### src/rtl/uart_frame_err_injector.sv
// Inline UART frame tracker that inverts the parity bit and/or first stop bit
// of selected frames on a TXD line; keeps saturating frame/error counters.
module uart_frame_err_injector #(
  parameter int DATA_BITS    = 8,
  parameter int PARITY_EN    = 1,
  parameter int STOP_BITS    = 1,
  parameter int CLKS_PER_BIT = 16,
  parameter int CNT_W        = 16
) (
  input  logic             CLK,
  input  logic             RST_N,
  input  logic             TXD_IN,
  output logic             TXD_OUT,
  input  logic [1:0]       MODE,
  input  logic             GEN_PAR_ERR,
  input  logic             GEN_FRT_ERR,
  input  logic [CNT_W-1:0] PERIOD,
  input  logic             ARM,
  input  logic             CNT_CLR,
  output logic             ARMED,
  output logic             INJ_ACTIVE,
  output logic [CNT_W-1:0] FRAME_CNT,
  output logic [CNT_W-1:0] ERR_CNT
);

  localparam int            TW      = $clog2(CLKS_PER_BIT);
  localparam logic [TW-1:0] T_HALF  = TW'(CLKS_PER_BIT / 2);
  localparam logic [TW-1:0] T_LAST  = TW'(CLKS_PER_BIT - 1);
  localparam logic [3:0]    D_LAST  = 4'(DATA_BITS - 1);
  localparam logic [3:0]    S_LAST  = 4'(STOP_BITS - 1);
  localparam bit            HAS_PAR = (PARITY_EN != 0);

  typedef enum logic [2:0] {ST_IDLE, ST_START, ST_DATA, ST_PARITY, ST_STOP} state_t;

  state_t           r_state;
  logic [TW-1:0]    r_timer;
  logic [3:0]       r_bit;
  logic             r_prev;
  logic             r_lat_par;
  logic             r_lat_frt;
  logic             r_txd;
  logic             r_inj;
  logic             r_armed;
  logic [CNT_W-1:0] r_frame_cnt;
  logic [CNT_W-1:0] r_err_cnt;
  logic [CNT_W-1:0] r_per_cnt;

  logic             w_inv;
  logic             w_decide;
  logic             w_bit_end;
  logic [CNT_W-1:0] w_per_next;
  logic             w_per_hit;
  logic             w_sel;
  logic             w_par;
  logic             w_frt;
  logic             w_corrupt;
  logic             w_consume;

  always_comb begin
    w_inv      = ((r_state == ST_PARITY) && r_lat_par) ||
                 ((r_state == ST_STOP) && (r_bit == '0) && r_lat_frt);
    w_decide   = (r_state == ST_START) && (r_timer == T_HALF) && !TXD_IN;
    w_bit_end  = (r_timer == T_LAST);
    w_per_next = r_per_cnt + CNT_W'(1);
    w_per_hit  = (PERIOD != '0) && (w_per_next == PERIOD);
    case (MODE)
      2'b01:   w_sel = r_armed;
      2'b10:   w_sel = w_per_hit;
      2'b11:   w_sel = 1'b1;
      default: w_sel = 1'b0;
    endcase
    w_par     = w_sel && GEN_PAR_ERR && HAS_PAR;
    w_frt     = w_sel && GEN_FRT_ERR;
    w_corrupt = w_par || w_frt;
    w_consume = w_decide && w_corrupt && (MODE == 2'b01);
  end

  // r_prev resets low so a line still low after reset cannot look like a start.
  always_ff @(posedge CLK or negedge RST_N) begin
    if (!RST_N) begin
      r_state     <= ST_IDLE;
      r_timer     <= '0;
      r_bit       <= '0;
      r_prev      <= 1'b0;
      r_lat_par   <= 1'b0;
      r_lat_frt   <= 1'b0;
      r_txd       <= 1'b1;
      r_inj       <= 1'b0;
      r_armed     <= 1'b0;
      r_frame_cnt <= '0;
      r_err_cnt   <= '0;
      r_per_cnt   <= '0;
    end else begin
      r_prev  <= TXD_IN;
      r_txd   <= TXD_IN ^ w_inv;
      r_inj   <= w_inv;
      r_armed <= ARM | (r_armed & ~w_consume);

      if (CNT_CLR) begin
        r_frame_cnt <= '0;
        r_err_cnt   <= '0;
        r_per_cnt   <= '0;
      end else if (w_decide) begin
        if (r_frame_cnt != '1) r_frame_cnt <= r_frame_cnt + CNT_W'(1);
        if (w_corrupt && (r_err_cnt != '1)) r_err_cnt <= r_err_cnt + CNT_W'(1);
        if (MODE == 2'b10) r_per_cnt <= w_per_hit ? '0 : w_per_next;
      end

      if (r_state != ST_IDLE) r_timer <= w_bit_end ? '0 : r_timer + TW'(1);

      // The first low cycle is spent in IDLE, so START begins at bit position 1.
      case (r_state)
        ST_IDLE: begin
          if (!TXD_IN && r_prev) begin
            r_state <= ST_START;
            r_timer <= TW'(1);
          end
        end
        ST_START: begin
          if ((r_timer == T_HALF) && TXD_IN) begin
            r_state <= ST_IDLE;
            r_timer <= '0;
          end else begin
            if (w_decide) begin
              r_lat_par <= w_par;
              r_lat_frt <= w_frt;
            end
            if (w_bit_end) begin
              r_state <= ST_DATA;
              r_bit   <= '0;
            end
          end
        end
        ST_DATA: begin
          if (w_bit_end) begin
            if (r_bit == D_LAST) begin
              r_bit   <= '0;
              r_state <= HAS_PAR ? ST_PARITY : ST_STOP;
            end else begin
              r_bit <= r_bit + 4'd1;
            end
          end
        end
        ST_PARITY: begin
          if (w_bit_end) begin
            r_bit   <= '0;
            r_state <= ST_STOP;
          end
        end
        ST_STOP: begin
          if (w_bit_end) begin
            if (r_bit == S_LAST) begin
              r_bit   <= '0;
              r_state <= ST_IDLE;
            end else begin
              r_bit <= r_bit + 4'd1;
            end
          end
        end
        default: r_state <= ST_IDLE;
      endcase
    end
  end

  assign TXD_OUT    = r_txd;
  assign INJ_ACTIVE = r_inj;
  assign ARMED      = r_armed;
  assign FRAME_CNT  = r_frame_cnt;
  assign ERR_CNT    = r_err_cnt;

endmodule

### config.mk
export PLATFORM = sky130hd
export DESIGN_NAME = uart_frame_err_injector
export DESIGN_NICKNAME = d
export VERILOG_FILES = /design/src/rtl/uart_frame_err_injector.sv
export SDC_FILE = /design/constraint.sdc
export NUM_CORES = 1
export LEC_CHECK = 0
export BUFFER_PORTS_ARGS = -buffer_cell sky130_fd_sc_hd__buf_2
export CORE_MARGIN = 4
export CORE_UTILIZATION = 45
export CTS_BUF_LIST = sky130_fd_sc_hd__clkbuf_8 sky130_fd_sc_hd__clkbuf_16
export DETAILED_ROUTE_END_ITERATION = 7
export HOLD_SLACK_MARGIN = 0.06
export PLACE_DENSITY = 0.68
export SLEW_MARGIN = 20
export SYNTH_ARGS = -nofsm -noshare
export SYNTH_HDL_FRONTEND = slang
export SYNTH_SLANG_ARGS = --single-unit
### constraint.sdc
create_clock -name CLK -period 3 [get_ports CLK]
set_clock_uncertainty 0.05 [all_clocks]
set_input_delay 0.6 -clock CLK [delete_from_list [all_inputs] [get_ports CLK]]
set_output_delay 0.6 -clock CLK [all_outputs]
set_load 0.005 [all_outputs]
==> flow_metrics.py, run 1 <==
metrics = {
    "status": {
        "status": "complete, but fails checks",
        "violations": "negative setup slack",
    },
    "synth": {
        "synth_area_per_cell_sq_um": 8.97,
        "async_reset_ff_frac": 1.00,
        "ys_ff_latch": 65,
        "ys_seq_area_frac": 0.401,
        "yosysUniqueCellTypes": 60,
        "synth_nets": 485,
        "synth_ff_type": "dfrtp_1",
        "synth_edf_count": 0,
        "synthCells": 453,
        "synth.cell_area_sq_mm": 0.00406,
        "yosys_warnings": 0,
    },
    "worst_setup_path": {
        "crit_type": "flip-flop to flip-flop",
        "arrival_ns": 3.36,
        "worstPathMaxFanout": 6,
        "startpoint_type": "flip-flop",
        "critPathRequiredTime_ns": 3.18,
        "cp-end-kind": "flip-flop",
    },
    "drt": {
        "wl_met3_microns": 623,
        "routed_wl_mm": 10.5,
        "wl_per_cell_microns": 15.6,
        "drtIter0Drc": 186,
        "dr_wl_met2_mm": 5.00,
        "vias_per_cell": 5.61,
        "drt_pre_antenna_iters": 4,
        "routed.top_layer": "met5",
        "drc": 0,
        "via_count": 3761,
        "ant_nets": 0,
        "m1WireLength_mm": 4.64,
    },
    "global_route": {
        "track_usage": 0.200,
        "grt_overflow": 0,
        "grt_pass1_wl_mm": 16.8,
        "antenna_found_initial": 1,
        "grt_pass1_vias": 3602,
        "grt_max_degree": 44,
    },
    "sta": {
        "fin_crit_ns": 3.19,
        "rsz0062_at_grt": "true",
        "finalMaxSlewViolations": 0,
        "whs_ns": 0.203,
        "fmax_mhz": 314,
        "tns_ns": -1.74,
        "relSlewSlack": 0.605,
        "hold_viol": 0,
        "setup_ws_ns": -0.187,
        "tightest_slew_ns": 0.592,
        "period_share": 1.06,
        "setup_viol": 16,
    },
    "floorplan": {
        "io_pins": 60,
        "die_x_microns": 103,
        "die_area_sq_mm": 0.0106,
        "die_h_microns": 103,
        "core-area_sq_mm": 0.00876,
        "fp-row-count": 34,
        "start_util": 0.464,
    },
    "placement": {
        "dpl_worst_slack_ns": -0.330,
        "gp_congestion": 0.879,
        "io_buffer_count": 59,
        "dp_hpwl_mm": 7.53,
    },
    "power_and_ir_drop": {
        "p_leak_nw": 2.31,
        "powerDensity_mw_per_mm2": 313,
        "power_w": 0.00166,
        "ir_drop_v": 0.000324,
    },
    "clocking": {
        "root_buffer": "clkbuf_8",
        "cts-buffers-inserted": 9,
        "cts_tree": "yes",
        "clk_latency_ns": 0.34,
        "clockBufferDepth": 2,
        "h-tree-depth": 3,
        "numClockSinks": 65,
        "clk_pin_slew_ns": 0.07,
    },
    "finish": {
        "layout-drive-gt1-share": 0.315,
        "finalNetCount": 589,
        "syn_to_final_growth_pct": 30.3,
        "layout_common_cells": "61 x dfrtp_1, 59 x buf_2, 53 x buf_4, 43 x nor2_1, 33 x nand2_1",
        "antenna-diode-count": 0,
        "fillCellCount": 764,
        "final_common_cell": "dfrtp_1",
        "final_util": 0.604,
    },
    "job": {
        "drv_cap": 0,
    },
    "worst_hold_path": {
        "hp-class": "input port to asynchronous set/reset pin",
    },
}
==> path summary, 6_finish.rpt <==
path / start / end / slack, ns / cells after the start
setup / recovery: r_per_cnt[1] / ERR_CNT[12] / -0.19 / 11
hold / removal: RST_N / r_per_cnt[7] / 0.20 / 1
setup reg to reg: r_per_cnt[1] / ERR_CNT[12] / -0.19 / 11
hold reg to reg: r_per_cnt[15] / r_per_cnt[15] / 0.46 / 1
max in group asynchronous: RST_N / TXD_OUT / 2.01 / 2
min in group CLK: TXD_IN / r_prev / 0.36 / 1
==> flip-flops by register name, summed over array words and instances (netlist names) <==
| register | cells |
|---|---|
| ERR_CNT | 16 |
| r_prev | 1 |
| r_bit | 4 |
| INJ_ACTIVE | 1 |
| ARMED | 1 |
| r_timer | 4 |
| r_per_cnt | 16 |
| r_lat_frt | 1 |
| r_lat_par | 1 |
| FRAME_CNT | 16 |
| r_state | 3 |
| TXD_OUT | 1 |
==> per-stage QoR <==
stage                     cells  cell area, sq um
final                       670              5300
after global routing        670              5300
after CTS                   660              5100
after detailed placement    643              4900
after global placement      643              4900
after floorplan             453              4190
==> cell type report <==
class                           count  area [sq um]  area share
Inverter                           15          56.3      0.0106
Sequential cell                    65          1630       0.308
Multi-Input combinational cell    349          2510       0.474
Tap cell                          108           135      0.0255
Clock inverter                      5          23.8     0.00449
Clock buffer                       11           151      0.0286
Timing Repair Buffer              117           790       0.149
==> kinds of logic (layout without fill, tap and decap cells) <==
family	Yosys count	after routing	share of synthesized area
buffers and inverters	39	148	0.0409
adders and majority gates	7	7	0.0216
xor gates and xnor gates	37	37	0.0797
muxes	13	13	0.0351
DFF	65	65	0.401
AOI/OAI and AO/OA	96	96	0.160
and+or+nand+nor	196	196	0.262
==> layer usage <==
metal / global-route usage / vias up
li1: - / 1860
met1: 0.258 / 1806
met2: 0.323 / 77
met3: 0.0589 / 16
met4: 0.0637 / 2
met5: 0 / -
==> power by group <==
group | internal [W] | switching (W) | total [W]
Clock | 0.000335 | 0.000325 | 0.000660
Sequential | 0.000878 | 0.000000350 | 0.000878
Combinational | 0.0000481 | 0.0000739 | 0.000122
==> Yosys cell counts (11+ instances only) <==
master | count | area share
nand4_1 | 12 | 0.018
inv_1 | 15 | 0.014
dfrtp_1 | 64 | 0.39
a21oi_1 | 24 | 0.030
o21ai_0 | 17 | 0.021
clkbuf_1 | 17 | 0.016
a31oi_1 | 13 | 0.020
nor4_1 | 16 | 0.025
nor2_1 | 46 | 0.042
xnor2_1 | 25 | 0.054
nand2_1 | 34 | 0.031
nand3_1 | 23 | 0.028
nor2b_1 | 11 | 0.017
xor2_1 | 12 | 0.026
nand2b_1 | 12 | 0.018
==> worst max-delay path: stages, from the launching register on <==
cell	delay, ns
dfrtp_1	0.43
ha_4	0.18
and4_4	0.26
nand2_4	0.07
o41ai_2	0.22
a311oi_1	0.10
or4_4	0.47
o41a_1	0.47
buf_4	0.18
clkbuf_16	0.15
o31a_1	0.29
o21ba_2	0.21
==> timing repair <==
item,in CTS,in global routing
hold buffers,0,0
gates resized for setup,4,21
setup endpoints to repair,16,16
pin swaps,4,5
setup buffers,1,8
cloned,0,2
endpoints found under the hold margin,0,0
No activity file was read; power rests on OpenSTA's default activity.
==> run 2, diff against run 1 <==
Settings changed: CORE_ASPECT_RATIO from default to 1.5.
==> flow_metrics.py, run 2 (same netlist as run 1, synthesis figures left out) <==
metrics = {
    "status": {
        "status": "complete, but fails checks",
        "violations": "negative setup slack",
    },
    "drt": {
        "drt_pre_antenna_iters": 4,
        "wl_per_cell_microns": 16.1,
        "routed_wl_mm": 10.8,
        "drc": 0,
        "via_count": 3848,
        "ant_nets": 0,
        "vias_per_cell": 5.71,
        "drtIter0Drc": 124,
    },
    "floorplan": {
        "io_pins": 60,
        "start_util": 0.460,
        "die_x_microns": 85.6,
        "fp-row-count": 42,
        "die_area_sq_mm": 0.0106,
        "core-area_sq_mm": 0.00883,
        "die_h_microns": 124,
    },
    "global_route": {
        "grt_pass1_wl_mm": 18.5,
        "grt_pass1_vias": 3856,
        "grt_max_degree": 29,
        "antenna_found_initial": 1,
        "track_usage": 0.215,
        "grt_overflow": 0,
    },
    "finish": {
        "antenna-diode-count": 0,
        "stdcell_count": 674,
        "syn_to_final_growth_pct": 31.5,
        "finalNetCount": 592,
        "design_area_sq_mm": 0.00534,
        "layout-drive-gt1-share": 0.321,
        "layout_common_cells": "59 x dfrtp_1, 59 x buf_2, 57 x buf_4, 43 x nor2_1, 32 x nand2_1",
    },
    "power_and_ir_drop": {
        "swShare": 0.227,
        "sequentialPowerShare": 0.457,
        "power_switching_w": 0.000436,
        "power_w": 0.00193,
        "p_int_w": 0.00149,
        "p_clk_frac": 0.485,
        "p_leak_nw": 2.34,
        "combPwrFrac": 0.058,
        "powerDensity_mw_per_mm2": 360,
        "ir_drop_v": 0.000287,
    },
    "worst_hold_path": {
        "hp-class": "input port to asynchronous set/reset pin",
    },
    "job": {
        "drv_cap": 0,
    },
    "sta": {
        "tns_ns": -0.965,
        "rsz0062_at_grt": "true",
        "hold_viol": 0,
        "period_share": 1.04,
        "setup_ws_ns": -0.120,
        "finalMaxSlewViolations": 0,
        "fmax_mhz": 320,
        "relSlewSlack": 0.555,
        "tightest_slew_ns": 0.668,
        "setup_viol": 12,
        "fin_crit_ns": 3.12,
    },
    "clocking": {
        "root_buffer": "clkbuf_16",
        "numClockSinks": 65,
        "h-tree-depth": 3,
        "clk_latency_ns": 0.33,
        "clk_pin_slew_ns": 0.06,
        "cts-buffers-inserted": 9,
        "clockBufferDepth": 2,
        "cts_tree": "yes",
        "ctsHoldBuffers": 0,
    },
    "worst_setup_path": {
        "worstReg2RegEnd": "ERR_CNT[7]",
        "cp-end-kind": "flip-flop",
        "reg2reg_depth": 10,
        "path_cells": "ha_4, buf_4, xnor2_1, nor4b_2, a311oi_1, or4_4, o41a_1, buf_12, nor4_2, mux2_1",
        "arrival_ns": 3.28,
        "max_stage_delay_ns": 0.47,
        "cpMaxStageDelayCell": "o41a_1",
        "crit_type": "flip-flop to flip-flop",
        "reg2reg_slack_ns": -0.12,
        "rr_startpoint": "r_per_cnt[1]",
        "startpoint_type": "flip-flop",
        "critPathRequiredTime_ns": 3.16,
        "worstPathMaxFanout": 21,
        "critPathLaunch": "r_per_cnt[1]",
    },
    "placement": {
        "gp_congestion": 0.948,
        "dp_hpwl_mm": 8.19,
        "placedCellCount": 655,
        "io_buffer_count": 59,
        "dpl-instance-area_sq_mm": 0.00498,
    },
}
## run 2: worst max path at each step
stage / to / slack (ns)
2_1_floorplan: ERR_CNT[13] / -0.03
3_3_place_gp: ERR_CNT[0] / -0.27
3_5_place_dp: ERR_CNT[0] / -0.31
4_1_cts: ERR_CNT[7] / -0.12
5_1_grt: ERR_CNT[13] / -0.26
6_report: ERR_CNT[7] / -0.12
## run 2: critical path, delay by kind of cell (launching register included)
kind | cells | cell delay [ns]
AND/OR/NAND/NOR | 3 | 0.99
XOR/XNOR | 1 | 0.13
buffers and inverters | 2 | 0.33
multiplexers | 1 | 0.35
adder cells (fa/ha/maj) | 1 | 0.18
AO/OA/AOI/OAI | 2 | 0.54
flip-flops | 1 | 0.44
## run 2: cell type report
class	instances	area, sq um
inverter	15	56.3
clock inverter	5	23.8
sequential	65	1630
timing repair buffer	120	795
multi-input combinational	349	2460
clock buffer	10	239
fill	781	3490
tap	110	138
## run 2: timing repair
action | in CTS | in global routing
buffers inserted | 3 | 1
cloned | 0 | 0
gates resized for setup | 10 | 10
setup endpoints to repair | 16 | 19
pin swaps | 4 | 3
## run 2: stage by stage
step / setup WS, ns / hold WS, ns / utilization
2_1_floorplan: -0.0338 / 0.254 / -
3_3_place_gp: -0.268 / 0.444 / 0.564
3_5_place_dp: -0.314 / 0.449 / 0.564
4_1_cts: -0.122 / 0.292 / 0.600
5_1_grt: -0.259 / 0.308 / 0.605
6_report: -0.120 / 0.247 / 0.605
## run 2: metal layers
layer	up-vias	track usage	part of all wire
li1	1874	-	-
met1	1867	0.255	0.41
met2	86	0.378	0.52
met3	19	0.0377	0.044
met4	2	0.0820	0.021
met5	-	0	0.0012
## run 2: power by group through the flow
| stage | clock network [W] | logic, W | registers [W] |
|---|---|---|---|
| 2_1_floorplan | 0 | 0.0000483 | 0.000895 |
| 3_3_place_gp | 0 | 0.000110 | 0.000895 |
| 3_5_place_dp | 0 | 0.000112 | 0.000895 |
| 4_1_cts | 0.000951 | 0.000114 | 0.000880 |
| 5_1_grt | 0.000997 | 0.000126 | 0.000879 |
| 6_report | 0.000933 | 0.000113 | 0.000880 |
